File: src/rtl/ma_pkg.sv
// Shared constants, FSM state type and log2 helper for the moving-average band scheduler.
package ma_pkg;

  localparam int DEF_BIT_DEPTH = 16;
  localparam int DEF_CHANNELS  = 4;
  localparam int DEF_N         = 32;

  typedef enum logic [2:0] {
    ST_CLEAR,
    ST_IDLE,
    ST_READ,
    ST_ACC,
    ST_OUT
  } state_t;

  // Ceiling log2; exact for the power-of-two averaging lengths.
  function automatic int log2c(input int value);
    int r;
    r = 0;
    for (int i = 0; i < 31; i++) begin
      if ((1 << i) < value) r = i + 1;
    end
    return r;
  endfunction

endpackage

File: src/rtl/ma_band_sched_if.sv
// Sample-in / average-out handshake bundle of the band scheduler.
interface ma_band_sched_if
  import ma_pkg::*;
#(
  parameter int BIT_DEPTH = DEF_BIT_DEPTH,
  parameter int CHANNELS  = DEF_CHANNELS
);

  localparam int CW = log2c(CHANNELS);

  logic [CHANNELS-1:0]           in_valid;
  logic [CHANNELS*BIT_DEPTH-1:0] in_data;
  logic [CHANNELS-1:0]           in_ready;
  logic                          out_valid;
  logic                          out_ready;
  logic signed [BIT_DEPTH-1:0]   out_data;
  logic [CW-1:0]                 out_chan;

  modport master (
    output in_valid, in_data, out_ready,
    input  in_ready, out_valid, out_data, out_chan
  );

  modport slave (
    input  in_valid, in_data, out_ready,
    output in_ready, out_valid, out_data, out_chan
  );

endinterface

File: src/rtl/ma_delay_ram.sv
// Single-port delay-line memory with registered read and no reset.
module ma_delay_ram #(
  parameter int WIDTH = 16,
  parameter int DEPTH = 128,
  parameter int AW    = 7
) (
  input  logic             clk,
  input  logic             i_we,
  input  logic [AW-1:0]    i_addr,
  input  logic [WIDTH-1:0] i_wdata,
  output logic [WIDTH-1:0] o_rdata
);

  logic [WIDTH-1:0] r_mem [DEPTH];
  logic [WIDTH-1:0] r_rdata;

  // Read data on a same-address write is never used, so the read/write order is irrelevant.
  always_ff @(posedge clk) begin
    if (i_we) r_mem[i_addr] <= i_wdata;
    r_rdata <= r_mem[i_addr];
  end

  assign o_rdata = r_rdata;

endmodule

File: src/rtl/ma_band_sched.sv
// Time-shared per-channel moving average with round-robin input arbitration.
// Define MA_BAND_ROUND_EN for round-half-up output instead of truncation.
module ma_band_sched
  import ma_pkg::*;
#(
  parameter int BIT_DEPTH = DEF_BIT_DEPTH,
  parameter int CHANNELS  = DEF_CHANNELS,
  parameter int N         = DEF_N
) (
  input logic            clk,
  input logic            reset,
  ma_band_sched_if.slave bus
);

  localparam int LN    = log2c(N);
  localparam int CW    = log2c(CHANNELS);
  localparam int DEPTH = CHANNELS * N;
  localparam int AW    = log2c(DEPTH);
  localparam int ACC_W = BIT_DEPTH + LN;

  state_t                      r_state, w_state_next;
  logic [AW-1:0]               r_clr_addr;
  logic [CW-1:0]               r_chan;
  logic [CW-1:0]               r_rr;
  logic signed [BIT_DEPTH-1:0] r_sample;
  logic signed [ACC_W-1:0]     r_acc [CHANNELS];
  logic [LN-1:0]               r_ptr [CHANNELS];
  logic signed [BIT_DEPTH-1:0] r_out_data;
  logic [CW-1:0]               r_out_chan;

  logic [2*CHANNELS-1:0]       w_dbl;
  logic [CHANNELS-1:0]         w_rot;
  logic [CW:0]                 w_sum;
  logic                        w_found;
  logic [CW-1:0]               w_grant;
  logic [CW:0]                 w_rr_inc;
  logic [CW-1:0]               w_rr_next;
  logic signed [BIT_DEPTH-1:0] w_sample;
  logic [CHANNELS-1:0]         w_in_ready;

  logic                        w_ram_we;
  logic [AW-1:0]               w_ram_addr;
  logic [BIT_DEPTH-1:0]        w_ram_wdata;
  logic [BIT_DEPTH-1:0]        w_ram_rdata;

  logic signed [BIT_DEPTH:0]   w_diff;
  logic signed [ACC_W-1:0]     w_acc_new;
  logic signed [BIT_DEPTH-1:0] w_avg;

  // Rotate the request vector so bit 0 is the channel that has priority this round.
  assign w_dbl = {bus.in_valid, bus.in_valid};
  assign w_rot = w_dbl[r_rr +: CHANNELS];

  always_comb begin
    w_found = 1'b0;
    w_grant = '0;
    w_sum   = '0;
    for (int k = 0; k < CHANNELS; k++) begin
      if (!w_found && w_rot[k]) begin
        w_found = 1'b1;
        w_sum   = {1'b0, r_rr} + (CW+1)'(k);
        if (w_sum >= (CW+1)'(CHANNELS)) w_sum = w_sum - (CW+1)'(CHANNELS);
        w_grant = w_sum[CW-1:0];
      end
    end
  end

  assign w_rr_inc  = {1'b0, w_grant} + (CW+1)'(1);
  assign w_rr_next = (w_rr_inc == (CW+1)'(CHANNELS)) ? '0 : w_rr_inc[CW-1:0];
  assign w_sample  = bus.in_data[int'(w_grant)*BIT_DEPTH +: BIT_DEPTH];

  always_comb begin
    w_state_next = r_state;
    w_in_ready   = '0;
    w_ram_we     = 1'b0;
    w_ram_addr   = {r_chan, r_ptr[r_chan]};
    w_ram_wdata  = r_sample;
    case (r_state)
      ST_CLEAR: begin
        w_ram_we    = 1'b1;
        w_ram_addr  = r_clr_addr;
        w_ram_wdata = '0;
        if (r_clr_addr == AW'(DEPTH - 1)) w_state_next = ST_IDLE;
      end
      ST_IDLE: begin
        if (w_found) begin
          w_in_ready   = CHANNELS'(1) << w_grant;
          w_state_next = ST_READ;
        end
      end
      ST_READ:  w_state_next = ST_ACC;
      ST_ACC: begin
        w_ram_we     = 1'b1;
        w_state_next = ST_OUT;
      end
      ST_OUT: begin
        if (bus.out_ready) w_state_next = ST_IDLE;
      end
      default:  w_state_next = ST_CLEAR;
    endcase
  end

  ma_delay_ram #(
    .WIDTH (BIT_DEPTH),
    .DEPTH (DEPTH),
    .AW    (AW)
  ) u_ram (
    .clk     (clk),
    .i_we    (w_ram_we),
    .i_addr  (w_ram_addr),
    .i_wdata (w_ram_wdata),
    .o_rdata (w_ram_rdata)
  );

  // Sum of the last N samples always fits ACC_W bits, so modular update is exact.
  assign w_diff    = BIT_DEPTH'(r_sample) - $signed(w_ram_rdata);
  assign w_acc_new = r_acc[r_chan] + ACC_W'(w_diff);

`ifdef MA_BAND_ROUND_EN
  localparam logic signed [ACC_W:0] ROUND_HALF = (ACC_W+1)'(1) << (LN - 1);
  logic signed [ACC_W:0] w_acc_rnd;
  assign w_acc_rnd = (ACC_W+1)'(w_acc_new) + ROUND_HALF;
  assign w_avg     = BIT_DEPTH'(w_acc_rnd >>> LN);
`else
  assign w_avg     = BIT_DEPTH'(w_acc_new >>> LN);
`endif

  always_ff @(posedge clk or posedge reset) begin
    if (reset) begin
      r_state    <= ST_CLEAR;
      r_clr_addr <= '0;
      r_chan     <= '0;
      r_rr       <= '0;
      r_sample   <= '0;
      r_out_data <= '0;
      r_out_chan <= '0;
      for (int c = 0; c < CHANNELS; c++) begin
        r_acc[c] <= '0;
        r_ptr[c] <= '0;
      end
    end else begin
      r_state <= w_state_next;
      if (r_state == ST_CLEAR) r_clr_addr <= r_clr_addr + AW'(1);
      if (r_state == ST_IDLE && w_found) begin
        r_chan   <= w_grant;
        r_sample <= w_sample;
        r_rr     <= w_rr_next;
      end
      if (r_state == ST_ACC) begin
        r_acc[r_chan] <= w_acc_new;
        r_ptr[r_chan] <= r_ptr[r_chan] + LN'(1);
        r_out_data    <= w_avg;
        r_out_chan    <= r_chan;
      end
    end
  end

  assign bus.in_ready  = w_in_ready;
  assign bus.out_valid = (r_state == ST_OUT);
  assign bus.out_data  = r_out_data;
  assign bus.out_chan  = r_out_chan;

endmodule

File: src/flat_wrapper.sv
// flat-port wrapper written by rule: the top's interface ports become plain ports
module ma_band_sched_flat import ma_pkg::*;
#(
  parameter int BIT_DEPTH = DEF_BIT_DEPTH,
  parameter int CHANNELS  = DEF_CHANNELS,
  parameter int N         = DEF_N
)
  (clk, reset, bus_in_valid, bus_in_data, bus_out_ready, bus_in_ready, bus_out_valid, bus_out_data, bus_out_chan);
  ma_band_sched_if #(.BIT_DEPTH(BIT_DEPTH), .CHANNELS(CHANNELS)) bus_i ();
  input logic clk;
  input logic reset;
  input wire logic [$bits(bus_i.in_valid)-1:0] bus_in_valid;
  input wire logic [$bits(bus_i.in_data)-1:0] bus_in_data;
  input wire logic [$bits(bus_i.out_ready)-1:0] bus_out_ready;
  output wire logic [$bits(bus_i.in_ready)-1:0] bus_in_ready;
  output wire logic [$bits(bus_i.out_valid)-1:0] bus_out_valid;
  output wire logic [$bits(bus_i.out_data)-1:0] bus_out_data;
  output wire logic [$bits(bus_i.out_chan)-1:0] bus_out_chan;
  assign bus_i.in_valid = bus_in_valid;
  assign bus_i.in_data = bus_in_data;
  assign bus_i.out_ready = bus_out_ready;
  assign bus_in_ready = bus_i.in_ready;
  assign bus_out_valid = bus_i.out_valid;
  assign bus_out_data = bus_i.out_data;
  assign bus_out_chan = bus_i.out_chan;
  ma_band_sched #(.BIT_DEPTH(BIT_DEPTH), .CHANNELS(CHANNELS), .N(N)) u_core (.clk(clk), .reset(reset), .bus(bus_i));
endmodule
File: config.mk
export PLATFORM = sky130hd
export DESIGN_NAME = ma_band_sched_flat
export DESIGN_NICKNAME = d
export VERILOG_FILES = /design/src/rtl/ma_pkg.sv /design/src/rtl/ma_band_sched_if.sv /design/src/rtl/ma_delay_ram.sv /design/src/rtl/ma_band_sched.sv /design/src/flat_wrapper.sv
export SDC_FILE = /design/constraint.sdc
export NUM_CORES = 2
export LEC_CHECK = 0
export CORE_MARGIN = 10
export CORE_UTILIZATION = 30
export CTS_BUF_LIST = sky130_fd_sc_hd__clkbuf_8
export CTS_CLUSTER_DIAMETER = 50
export DETAILED_ROUTE_END_ITERATION = 7
export DONT_BUFFER_PORTS = 1
export HOLD_SLACK_MARGIN = 0.02
export MAX_ROUTING_LAYER = met4
export RECOVER_POWER = 25
export SLEW_MARGIN = 30
export SYNTH_ARGS = -nofsm -noshare
export SYNTH_HDL_FRONTEND = slang
export SYNTH_HIERARCHICAL = 1
export SYNTH_SLANG_ARGS = --single-unit
File: constraint.sdc
create_clock -name clk -period 4.7 [get_ports clk]
set_input_delay 0.47 -clock clk [delete_from_list [all_inputs] [get_ports clk]]
set_output_delay 0.47 -clock clk [all_outputs]
set_load 0.005 [all_outputs]
==> results_tabular.tex <==
\begin{tabular}{lr}
\hline
Metric & Value \\
\hline
\multicolumn{2}{l}{\textbf{Final layout}} \\
Post-layout utilization of the core & 35.6\% \\
Area of all placed cells without fillers & 0.104 sq mm \\
Layout overhead on the synthesized area & 18.2\% \\
Share of cells above drive strength 1 & 20.8\% \\
Post-layout instance count excluding filler cells & 10400 \\
Final layout net count & 6322 \\
\multicolumn{2}{l}{\textbf{Route}} \\
Number of DRC markers after the initial detailed-route iteration & 8780 \\
Routed Wire Length & 307000 um \\
Post-DR vias/cell & 5.59 \\
DRC errors left & 0 \\
Final ANT Viol Nets & 0 \\
Final routed wire length divided by cell count & 29.5 um \\
Total vias in the final route & 58200 \\
Initial DRT Pass Iterations & 8 \\
\multicolumn{2}{l}{\textbf{Synth}} \\
Largest area contributor in the netlist & sky130\_fd\_sc\_hd\_\_edfxtp\_1 \\
Count of warnings emitted by yosys & 6 \\
Most repeated cell in the gate-level netlist after synthesis & sky130\_fd\_sc\_hd\_\_edfxtp\_1 \\
Proportion of synthesized flip-flops having asynchronous set or reset & 6.86\% \\
Yosys reg bits & 2216 \\
Synth Cell Area & 0.0883 sq mm \\
Sequential-to-total area share from yosys stat & 74.3\% \\
Leading register cell type out of synthesis & sky130\_fd\_sc\_hd\_\_edfxtp\_1 \\
Net Count, Synth & 5729 \\
Yosys cell types & 91 \\
Top area cells in the synthesized netlist & sky130\_fd\_sc\_hd\_\_edfxtp\_1 70\%, sky130\_fd\_sc\_hd\_\_a221oi\_1 4.8\%, sky130\_fd\_sc\_hd\_\_dfrtp\_1 4.3\%, sky130\_fd\_sc\_hd\_\_mux2\_2 2.4\%, sky130\_fd\_sc\_hd\_\_nor2\_1 1.7\% \\
Synth top cells by count & 2048 x sky130\_fd\_sc\_hd\_\_edfxtp\_1, 479 x sky130\_fd\_sc\_hd\_\_a221oi\_1, 403 x sky130\_fd\_sc\_hd\_\_nor2\_1 \\
Number of synthesized flops with an enable pin & 2048 \\
Top-area cell type share of the netlist area & 69.6\% \\
Number of instances in the synthesized netlist & 5609 \\
Mean Syn Cell Area & 15.7 sq um \\
\multicolumn{2}{l}{\textbf{Global route}} \\
Total global routing track utilization & 19.0\% \\
Antenna violations before repair & 16 \\
Most heavily used metal layer in global routing & met2 \\
Total global routing overflow & 0 \\
Global-route wire length before repair & 430000 um \\
Fraction of met3 tracks used by global routing & 4.56\% \\
Met2 track demand over resource & 28.1\% \\
Via count of the first global-routing pass & 55900 \\
Maximum number of pins on one net before global-route repair & 129 \\
Met1 layer usage reported by global route & 25.2\% \\
\multicolumn{2}{l}{\textbf{Floorplan}} \\
Die Area & 0.316 sq mm \\
Core outline area & 0.294 sq mm \\
Die width & 563 um \\
Floorplan row count & 199 \\
Number of I/O pins & 94 \\
Die extent in y & 563 um \\
Initial cell density of the core & 30.1\% \\
\multicolumn{2}{l}{\textbf{Clock network}} \\
Clock Tree Buf Depth & 4 \\
Clock-pin slew reported for the worst setup and hold paths after clock tree synthesis & 70 ps \\
Num CTS Buffers & 378 \\
Source-to-sink clock delay at the later pin of the worst-skew pair & 1080 ps \\
Clock H-tree levels & 5 \\
Clock sink count & 2216 \\
Clock tree from TritonCTS & done \\
CTS Root Buffer Type & sky130\_fd\_sc\_hd\_\_clkbuf\_8 \\
Number of setup buffers added after CTS & 0 \\
\multicolumn{2}{l}{\textbf{Flow run}} \\
Max-cap violation count & 18 \\
\multicolumn{2}{l}{\textbf{Setup path}} \\
Beginning of the worst register-to-register path & u\_core/r\_chan[0] \\
Crit-path max FO & 32 \\
Startpoint Class & flop \\
Register-to-register setup slack & 20 ps \\
Endpoint of the most critical register-to-register path & u\_core/u\_ram/o\_rdata[6] \\
Cells on worst reg2reg path & 13 \\
Worst endpoint required time & 5670 ps \\
Crit path capture type & flop \\
Data arrival time of the critical path & 5650 ps \\
Worst setup path category & reg -> reg \\
\multicolumn{2}{l}{\textbf{Placed design}} \\
Placed cell area & 0.0971 sq mm \\
Last weighted congestion value of the routability-driven placer & 0.959 \\
Buffers added on ports & 0 \\
HPWL after detailed placement & 193000 um \\
Number of placed instances with taps included & 9682 \\
\multicolumn{2}{l}{\textbf{Outcome}} \\
Status & finished, violations left \\
Failing checks & max-capacitance violations, max-slew violations \\
\multicolumn{2}{l}{\textbf{Timing}} \\
Final hold slack & 96.6 ps \\
Period Utilization, post-route & 99.6\% \\
Min cycle time layout & 4680 ps \\
Max Freq & 214 MHz \\
Max\_slew headroom & -138\% \\
Setup repair after global routing missed its margin & no \\
Setup skew after layout & 124 ps \\
Transition at the pin with the smallest max-transition slack & 3570 ps \\
Final-report hold violation count & 0 \\
Count of endpoints failing setup in the final report & 0 \\
Slew Viols, Final & 1159 \\
\multicolumn{2}{l}{\textbf{Min path}} \\
Path category of the worst min-delay check & in -> async \\
\hline
\end{tabular}
[critical path, stage by stage, from the launching register on]
cell and delay [ps]:
sky130_fd_sc_hd__dfrtp_2 530, sky130_fd_sc_hd__mux4_2 620, sky130_fd_sc_hd__mux2_8 510, sky130_fd_sc_hd__nor2b_4 570
sky130_fd_sc_hd__buf_12 310, sky130_fd_sc_hd__buf_4 250, sky130_fd_sc_hd__a221oi_1 110, sky130_fd_sc_hd__nor2_1 150
sky130_fd_sc_hd__a21oi_1 60, sky130_fd_sc_hd__buf_4 170, sky130_fd_sc_hd__o21ai_0 820, sky130_fd_sc_hd__nor4_2 160
sky130_fd_sc_hd__buf_4 190, sky130_fd_sc_hd__o211ai_1 60
[per-stage QoR]
step	setup TNS (ps)	setup slack [ps]
floorplan	-111600	-80.0
global placement	-344	-344
detailed placement	0	64.3
CTS	0	17.0
global route	0	4.30
finish	0	18.6
[per-layer routing]
metal	share of wire (%)	routed length [um]
met5	0	0
met4	4.8	14900
met3	12	35900
met2	44	136000
met1	39	120000
[final cells by class]
type / instances / area, sq um
clock inverters: 260 / 1360
diodes: 9 / 22.5
fillers: 27700 / 189000
clock buffers: 397 / 5460
flip-flops and latches: 2216 / 65600
well taps: 3919 / 4900
repair buffers: 640 / 5950
inverters: 91 / 359
multi-input cells: 2875 / 20700
[how the worst max path moves through the flow]
stage / start / end
after floorplan: u_core/r_state[1] / u_core/u_ram/r_mem[0][10]
after global placement: u_core/r_chan[0] / u_core/u_ram/o_rdata[14]
after detailed placement: u_core/r_chan[0] / u_core/u_ram/o_rdata[14]
after CTS: u_core/r_chan[0] / u_core/u_ram/o_rdata[15]
after global routing: u_core/r_chan[0] / u_core/u_ram/o_rdata[15]
final: u_core/r_chan[0] / u_core/u_ram/o_rdata[6]
[sequential cells by signal, summed over array words and instances, names as in the netlist, 3 cells and up]
signal / cells
u_core/r_state: 3
u_core/u_ram/r_mem: 2048
u_core/r_sample: 16
u_core/u_ram/o_rdata: 16
u_core/r_clr_addr: 7
u_core/bus.out_data: 16
u_core/r_acc: 84
u_core/r_ptr: 20
[cell families (layout without fill, tap and decap cells)]
group                      Yosys count  after routing  share of synthesized area, %
other                                0              9                             0
adders and majority gates           49             49                         0.864
xor gates and xnor gates            21             21                         0.217
buffers and inverters              518           1388                          2.60
DFF                               2216           2216                          74.3
and+or+nand+nor                    927            927                          4.49
AOI/OAI and AO/OA                 1525           1525                          12.6
muxes                              353            353                          4.95
[layout by cell type (no fill, tap or decap), types with 116 or more instances in the layout]
master,n
sky130_fd_sc_hd__a21oi_1,257
sky130_fd_sc_hd__edfxtp_1,2048
sky130_fd_sc_hd__dfrtp_1,151
sky130_fd_sc_hd__a221oi_1,479
sky130_fd_sc_hd__o21ai_0,239
sky130_fd_sc_hd__nor2_1,386
sky130_fd_sc_hd__buf_4,478
sky130_fd_sc_hd__nand2_1,312
sky130_fd_sc_hd__mux2i_1,116
sky130_fd_sc_hd__inv_1,208
sky130_fd_sc_hd__a22oi_1,177
sky130_fd_sc_hd__clkbuf_8,397
sky130_fd_sc_hd__mux2_2,183
[repair_timing]
action | 4_1_cts | 5_1_grt
hold buffers | 56 | 0
endpoints found under the hold margin | 124 | 0
gates resized for setup | 0 | 6
endpoints found under the setup margin | 0 | 5
Power is not shown: default switching activity piles up to over one toggle a cycle in this logic, so the estimate is an artifact.
